==> src/rtl/id_ex_stage.sv <==
// ID/EX pipeline register feeding the EX-stage ALU.
// Captures decoded ID fields, bypasses a same-cycle WB write into the
// captured operands, forwards MEM/WB results onto the ALU operands,
// detects load-use hazards and honours a downstream hold.
// Optional feature macro: IDEX_SHAMT_EN (immediate shift-amount path).
module id_ex_stage #(
  parameter int DW = 32,
  parameter int RW = 5
) (
  input  logic          clk,
  input  logic          rst_n,
  input  logic          hold,
  input  logic          flush,
  input  logic          idValid,
  input  logic [DW-1:0] idPC,
  input  logic [DW-1:0] idRsData,
  input  logic [DW-1:0] idRtData,
  input  logic [DW-1:0] idImm,
  input  logic [RW-1:0] idRs,
  input  logic [RW-1:0] idRt,
  input  logic [RW-1:0] idWriteReg,
  input  logic          idUsesRt,
  input  logic          idRegWrite,
  input  logic          idMemToReg,
  input  logic          idMemWrite,
  input  logic          idAluSrc,
  input  logic [3:0]    idAluCtrl,
`ifdef IDEX_SHAMT_EN
  input  logic          idShiftSel,
`endif
  input  logic          memRegWrite,
  input  logic [RW-1:0] memWriteReg,
  input  logic [DW-1:0] memResult,
  input  logic          wbRegWrite,
  input  logic [RW-1:0] wbWriteReg,
  input  logic [DW-1:0] wbResult,
  output logic [DW-1:0] reg1,
  output logic [DW-1:0] reg2,
  output logic [3:0]    aluCtrl,
  output logic [DW-1:0] exRtData,
  output logic [DW-1:0] exPC,
  output logic [RW-1:0] exWriteReg,
  output logic          exValid,
  output logic          exRegWrite,
  output logic          exMemToReg,
  output logic          exMemWrite,
  output logic          stallReq
);

  logic          vld_p1;
  logic          reg_write_p1;
  logic          mem_to_reg_p1;
  logic          mem_write_p1;
  logic          alu_src_p1;
  logic [3:0]    alu_ctrl_p1;
  logic [DW-1:0] pc_p1;
  logic [DW-1:0] rs_data_p1;
  logic [DW-1:0] rt_data_p1;
  logic [DW-1:0] imm_p1;
  logic [RW-1:0] rs_p1;
  logic [RW-1:0] rt_p1;
  logic [RW-1:0] write_reg_p1;
  logic          shift_sel_p1;
  logic          shift_sel_id;

  logic          use_rs;
  logic          use_rt;
  logic          hazard;
  logic [DW-1:0] cap_rs;
  logic [DW-1:0] cap_rt;
  logic [DW-1:0] fwd_rs;
  logic [DW-1:0] fwd_rt;

  // True when the WB stage is writing a non-zero register matching idx.
  function automatic logic wb_hit(input logic [RW-1:0] idx, input logic we,
                                  input logic [RW-1:0] wreg);
    return we && (wreg == idx) && (idx != '0);
  endfunction

  // Operand forwarding: MEM beats WB beats the stored value; r0 and bubbles read 0.
  function automatic logic [DW-1:0] forward(
    input logic          vld,
    input logic [RW-1:0] idx,
    input logic [DW-1:0] stored,
    input logic          m_we,
    input logic [RW-1:0] m_reg,
    input logic [DW-1:0] m_res,
    input logic          w_we,
    input logic [RW-1:0] w_reg,
    input logic [DW-1:0] w_res
  );
    if (!vld || idx == '0)               return '0;
    else if (m_we && m_reg == idx)       return m_res;
    else if (w_we && w_reg == idx)       return w_res;
    else                                 return stored;
  endfunction

`ifdef IDEX_SHAMT_EN
  assign shift_sel_id = idShiftSel;
`else
  assign shift_sel_id = 1'b0;
`endif

  // ID-side operand capture with same-cycle WB bypass, plus load-use detection.
  always_comb begin
    cap_rs = wb_hit(idRs, wbRegWrite, wbWriteReg) ? wbResult : idRsData;
    cap_rt = wb_hit(idRt, wbRegWrite, wbWriteReg) ? wbResult : idRtData;
    use_rs = !shift_sel_id;
    use_rt = idUsesRt || shift_sel_id;
    hazard = vld_p1 && mem_to_reg_p1 && (write_reg_p1 != '0) && idValid &&
             ((use_rs && write_reg_p1 == idRs) || (use_rt && write_reg_p1 == idRt));
    stallReq = hazard && !hold;
  end

  // Stage register: reset > hold (with WB refresh) > bubble > capture.
  always_ff @(posedge clk or negedge rst_n) begin
    if (!rst_n) begin
      vld_p1        <= 1'b0;
      reg_write_p1  <= 1'b0;
      mem_to_reg_p1 <= 1'b0;
      mem_write_p1  <= 1'b0;
      alu_src_p1    <= 1'b0;
      alu_ctrl_p1   <= '0;
      pc_p1         <= '0;
      rs_data_p1    <= '0;
      rt_data_p1    <= '0;
      imm_p1        <= '0;
      rs_p1         <= '0;
      rt_p1         <= '0;
      write_reg_p1  <= '0;
      shift_sel_p1  <= 1'b0;
    end else if (hold) begin
      if (wb_hit(rs_p1, wbRegWrite, wbWriteReg)) rs_data_p1 <= wbResult;
      if (wb_hit(rt_p1, wbRegWrite, wbWriteReg)) rt_data_p1 <= wbResult;
    end else if (flush || stallReq) begin
      vld_p1        <= 1'b0;
      reg_write_p1  <= 1'b0;
      mem_to_reg_p1 <= 1'b0;
      mem_write_p1  <= 1'b0;
      alu_src_p1    <= 1'b0;
      alu_ctrl_p1   <= '0;
      pc_p1         <= '0;
      rs_data_p1    <= '0;
      rt_data_p1    <= '0;
      imm_p1        <= '0;
      rs_p1         <= '0;
      rt_p1         <= '0;
      write_reg_p1  <= '0;
      shift_sel_p1  <= 1'b0;
    end else begin
      vld_p1        <= idValid;
      reg_write_p1  <= idRegWrite;
      mem_to_reg_p1 <= idMemToReg;
      mem_write_p1  <= idMemWrite;
      alu_src_p1    <= idAluSrc;
      alu_ctrl_p1   <= idAluCtrl;
      pc_p1         <= idPC;
      rs_data_p1    <= cap_rs;
      rt_data_p1    <= cap_rt;
      imm_p1        <= idImm;
      rs_p1         <= idRs;
      rt_p1         <= idRt;
      write_reg_p1  <= idWriteReg;
      shift_sel_p1  <= shift_sel_id;
    end
  end

  // EX side: forwarded operands and ALU operand selection.
  always_comb begin
    fwd_rs = forward(vld_p1, rs_p1, rs_data_p1, memRegWrite, memWriteReg, memResult,
                     wbRegWrite, wbWriteReg, wbResult);
    fwd_rt = forward(vld_p1, rt_p1, rt_data_p1, memRegWrite, memWriteReg, memResult,
                     wbRegWrite, wbWriteReg, wbResult);
    if (shift_sel_p1) begin
      reg1 = fwd_rt;
      reg2 = {{(DW-5){1'b0}}, imm_p1[10:6]};
    end else begin
      reg1 = fwd_rs;
      reg2 = alu_src_p1 ? imm_p1 : fwd_rt;
    end
    exRtData = fwd_rt;
  end

  assign aluCtrl    = alu_ctrl_p1;
  assign exPC       = pc_p1;
  assign exWriteReg = write_reg_p1;
  assign exValid    = vld_p1;
  assign exRegWrite = reg_write_p1;
  assign exMemToReg = mem_to_reg_p1;
  assign exMemWrite = mem_write_p1;

endmodule

==> config.mk <==
export PLATFORM = sky130hd
export DESIGN_NAME = id_ex_stage
export DESIGN_NICKNAME = d
export VERILOG_FILES = /design/src/rtl/id_ex_stage.sv
export SDC_FILE = /design/constraint.sdc
export NUM_CORES = 1
export LEC_CHECK = 0
export BUFFER_PORTS_ARGS = -buffer_cell sky130_fd_sc_hd__buf_2
export CAP_MARGIN = 20
export CORE_MARGIN = 8
export CORE_UTILIZATION = 53
export CTS_CLUSTER_DIAMETER = 80
export DETAILED_ROUTE_END_ITERATION = 10
export MAX_ROUTING_LAYER = met4
export PLACE_DENSITY_LB_ADDON = 0.05
export SLEW_MARGIN = 5
export SYNTH_ARGS = -nofsm -noshare
export SYNTH_HDL_FRONTEND = slang
export SYNTH_SLANG_ARGS = --single-unit
==> constraint.sdc <==
create_clock -name clk -period 5.3 [get_ports clk]
set_input_delay 0.53 -clock clk [delete_from_list [all_inputs] [get_ports clk]]
set_output_delay 0.53 -clock clk [all_outputs]
set_load 0.02 [all_outputs]
==> results.json <==
{
  "status": "complete, no violations",
  "fin_nets": 1642,
  "clockBufferDepth": 2,
  "post-route-drc-count": 0,
  "start_kind": "flop",
  "cp_data_required_time_ns": 4.77,
  "synth_top_area_cell": "dfrtp_1",
  "whs_ns": 0.208,
  "synth_area_leaders": "dfrtp_1 (37%), a22o_1 (7.5%), a211oi_1 (6.6%)",
  "synth_edf_count": 0,
  "yosysUniqueCellTypes": 43,
  "peakVddDrop_v": 0.000210,
  "crit_path_max_fanout": 33,
  "critPathLaunch": "rt_p1[4]$_DFFE_PN0N_",
  "wirelength_mm": 40.9,
  "clk_latency_ns": 0.45,
  "hold_viol": 0,
  "synth.avg_cell_area_sq_um": 9.10,
  "io_pins": 375,
  "cts_setup_buffers": 0,
  "reg2reg_from": "rt_p1[2]$_DFFE_PN0N_",
  "post-dp-hpwl_mm": 27.2,
  "grt_max_degree": 107,
  "htree_levels": 4,
  "rows": 51,
  "cts_root_buf": "clkbuf_16",
  "relSlewSlack_pct": 26.2,
  "fin_setup_tns_ns": 0,
  "antenna_found_initial": 7,
  "final_max_slew_viol_count": 0,
  "setup_viol": 0,
  "syn_area_sq_um": 10300,
  "seq_area_frac_synth_pct": 36.8,
  "stdcell_count": 1695,
  "synth_cells": 1136,
  "synth_flop_cell": "dfrtp_1",
  "grt_pass1_vias": 11235,
  "postRouteAntennaNets": 0,
  "timing.fmax_ghz": 0.234,
  "cap_violations": 0,
  "grt_pass1_wl_mm": 63.0,
  "avgRoutedWirePerCell_um": 24.1,
  "drt_pass1_iterations": 5,
  "crit_arrival_ns": 3.74,
  "num_vias": 11105,
  "max_slew.worst_pin.slew_ns": 1.10,
  "syn-num-nets": 1369,
  "hold_class": "input pin to async pin",
  "cts_made_buffers": 17,
  "min_period_ns": 4.27,
  "io_buffers": 374,
  "path_clk_slew_ns": 0.07,
  "track_usage_pct": 33.6,
  "fin_crit_sh_pct": 80.5,
  "dp_cells": 1654,
  "grt_setup_unrepaired": "false",
  "p_leak_nw": 5.95,
  "grt.overflow.total": 0,
  "final_layout_size_suffix_gt1_share_pct": 31.9,
  "place_congestion": 0.881,
  "ctsHoldBuffers": 0,
  "fp.dieH_um": 156,
  "cellPowerDensity_nw_per_um2": 271,
  "clock-sinks": 152,
  "tritoncts": "yes",
  "drt-initial-drc-count": 1039,
  "synth-async-reset-ratio_pct": 100,
  "end_kind": "primary output",
  "die_area_sq_um": 24200,
  "cts_resized": 0,
  "fin_skew_ns": 0.0198,
  "start_util_pct": 53.5,
  "yosys_warnings": 0,
  "dieWidth_um": 156,
  "synth_top_area_share_pct": 36.8,
  "area_growth_pct": 24.3,
  "p_total_mw": 3.48,
  "crit_type": "flop to primary output",
  "ys_ff_latch": 152,
  "viasPerCell": 6.55,
  "core_region_area_sq_um": 19300
}
==> kinds of logic (layout without fill, tap and decap cells) <==
logic type / count (synthesis) / after routing / share of synthesized area (%)
buffers and inverters: 169 / 455 / 7.32
XOR/XNOR: 38 / 38 / 3.22
flip-flops: 152 / 152 / 36.8
other: 0 / 8 / 0
AND/OR/NAND/NOR: 262 / 262 / 13.4
multiplexers: 32 / 32 / 3.10
AO/OA/AOI/OAI: 483 / 483 / 36.2
==> path summary, 6_finish.rpt <==
check | to | slack (ns) | cells past startpoint
hold reg to reg | exPC[27]$_DFFE_PN0N_ | 0.51 | 1
hold / removal | imm_p1[6]$_DFFE_PN0N_ | 0.21 | 1
setup reg to reg | rt_data_p1[4]$_DFFE_PN0P_ | 2.14 | 5
setup / recovery | reg2[0] | 1.03 | 6
min in group clk | exMemWrite$_DFFE_PN0N_ | 0.29 | 2
max in group asynchronous | imm_p1[22]$_DFFE_PN0N_ | 3.84 | 2
==> registers in the layout (all words and copies together), names as in the netlist, 4 cells and up <==
name / flops
aluCtrl: 4
exPC: 32
exWriteReg: 5
imm_p1: 32
rs_data_p1: 32
rs_p1: 5
rt_data_p1: 32
rt_p1: 5
==> routing by layer <==
layer  wire (um)  vias to the layer above  GRT usage, %
met5           0                        -             -
met3        3470                       98          7.42
li1            -                     4991             -
met4        1360                        0          15.0
met2       19800                      593          53.7
met1       16300                     5423          40.3
==> per-stage QoR <==
step                      utilization [%]  setup WS, ns  cell area (sq um)
after floorplan                         -          2.41              10300
after global placement               63.0          1.36              12200
after detailed placement             63.0          1.36              12200
after CTS                            66.3          1.11              12800
after global routing                 66.5         0.874              12800
final                                66.5          1.03              12900
==> cells in the final DEF (no fill, tap or decap), types with 33 or more instances in the layout <==
cell type	instances
buf_2	372
dfrtp_1	151
nor2_1	98
a211oi_1	91
a22o_1	88
o21ai_0	64
nand2_1	39
and4_1	37
o221ai_1	37
nor3_1	34
o21a_1	33
==> final cells by class <==
cell class                 instances  area (sq um)
clock buffer                      17           425
antenna                            8          20.0
inverter                          32           120
multi-input combinational        815          5920
fill                            1668          6480
timing repair buffer             391          2030
clock inverter                    15           199
tap                              265           332
sequential                       152          3800
==> worst max-delay path, cell delays in order, from the launching register on <==
cell      delay, ns
dfrtp_1        0.43
xnor2_1        0.36
nand2_2        0.58
nor2_4         0.98
a211oi_1       0.25
o41ai_1        0.44
buf_2          0.24
==> power breakdown <==
| part | switching [mW] | internal [mW] | total, mW |
|---|---|---|---|
| Clock | 0.626 | 0.647 | 1.27 |
| Combinational | 0.554 | 0.326 | 0.880 |
| Sequential | 0.0730 | 1.26 | 1.33 |
==> synthesized netlist by cell type, types with 2 or more instances <==
cell and count:
o21ai_0 64, o21ai_1 2, a2bb2oi_1 32, o31a_1 32, a211oi_1 91, o41ai_1 32
nand2_1 40, xnor2_1 18, buf_4 7, clkbuf_1 83, inv_1 32, or4_4 2
o221ai_1 37, a221oi_1 27, o21ai_2 4, o21a_1 34, a21oi_1 5, a22o_1 88
or2_2 3, nor2_1 100, or4_1 2, and3_1 28, nor3_1 34, nor3_2 2
mux2i_1 32, a31oi_1 32, buf_6 6, and2_1 3, and4_1 37, nand3_1 3
nor4_1 2, xor2_1 20, dfrtp_1 152, buf_2 41
No activity file was read; power rests on OpenSTA's default activity.
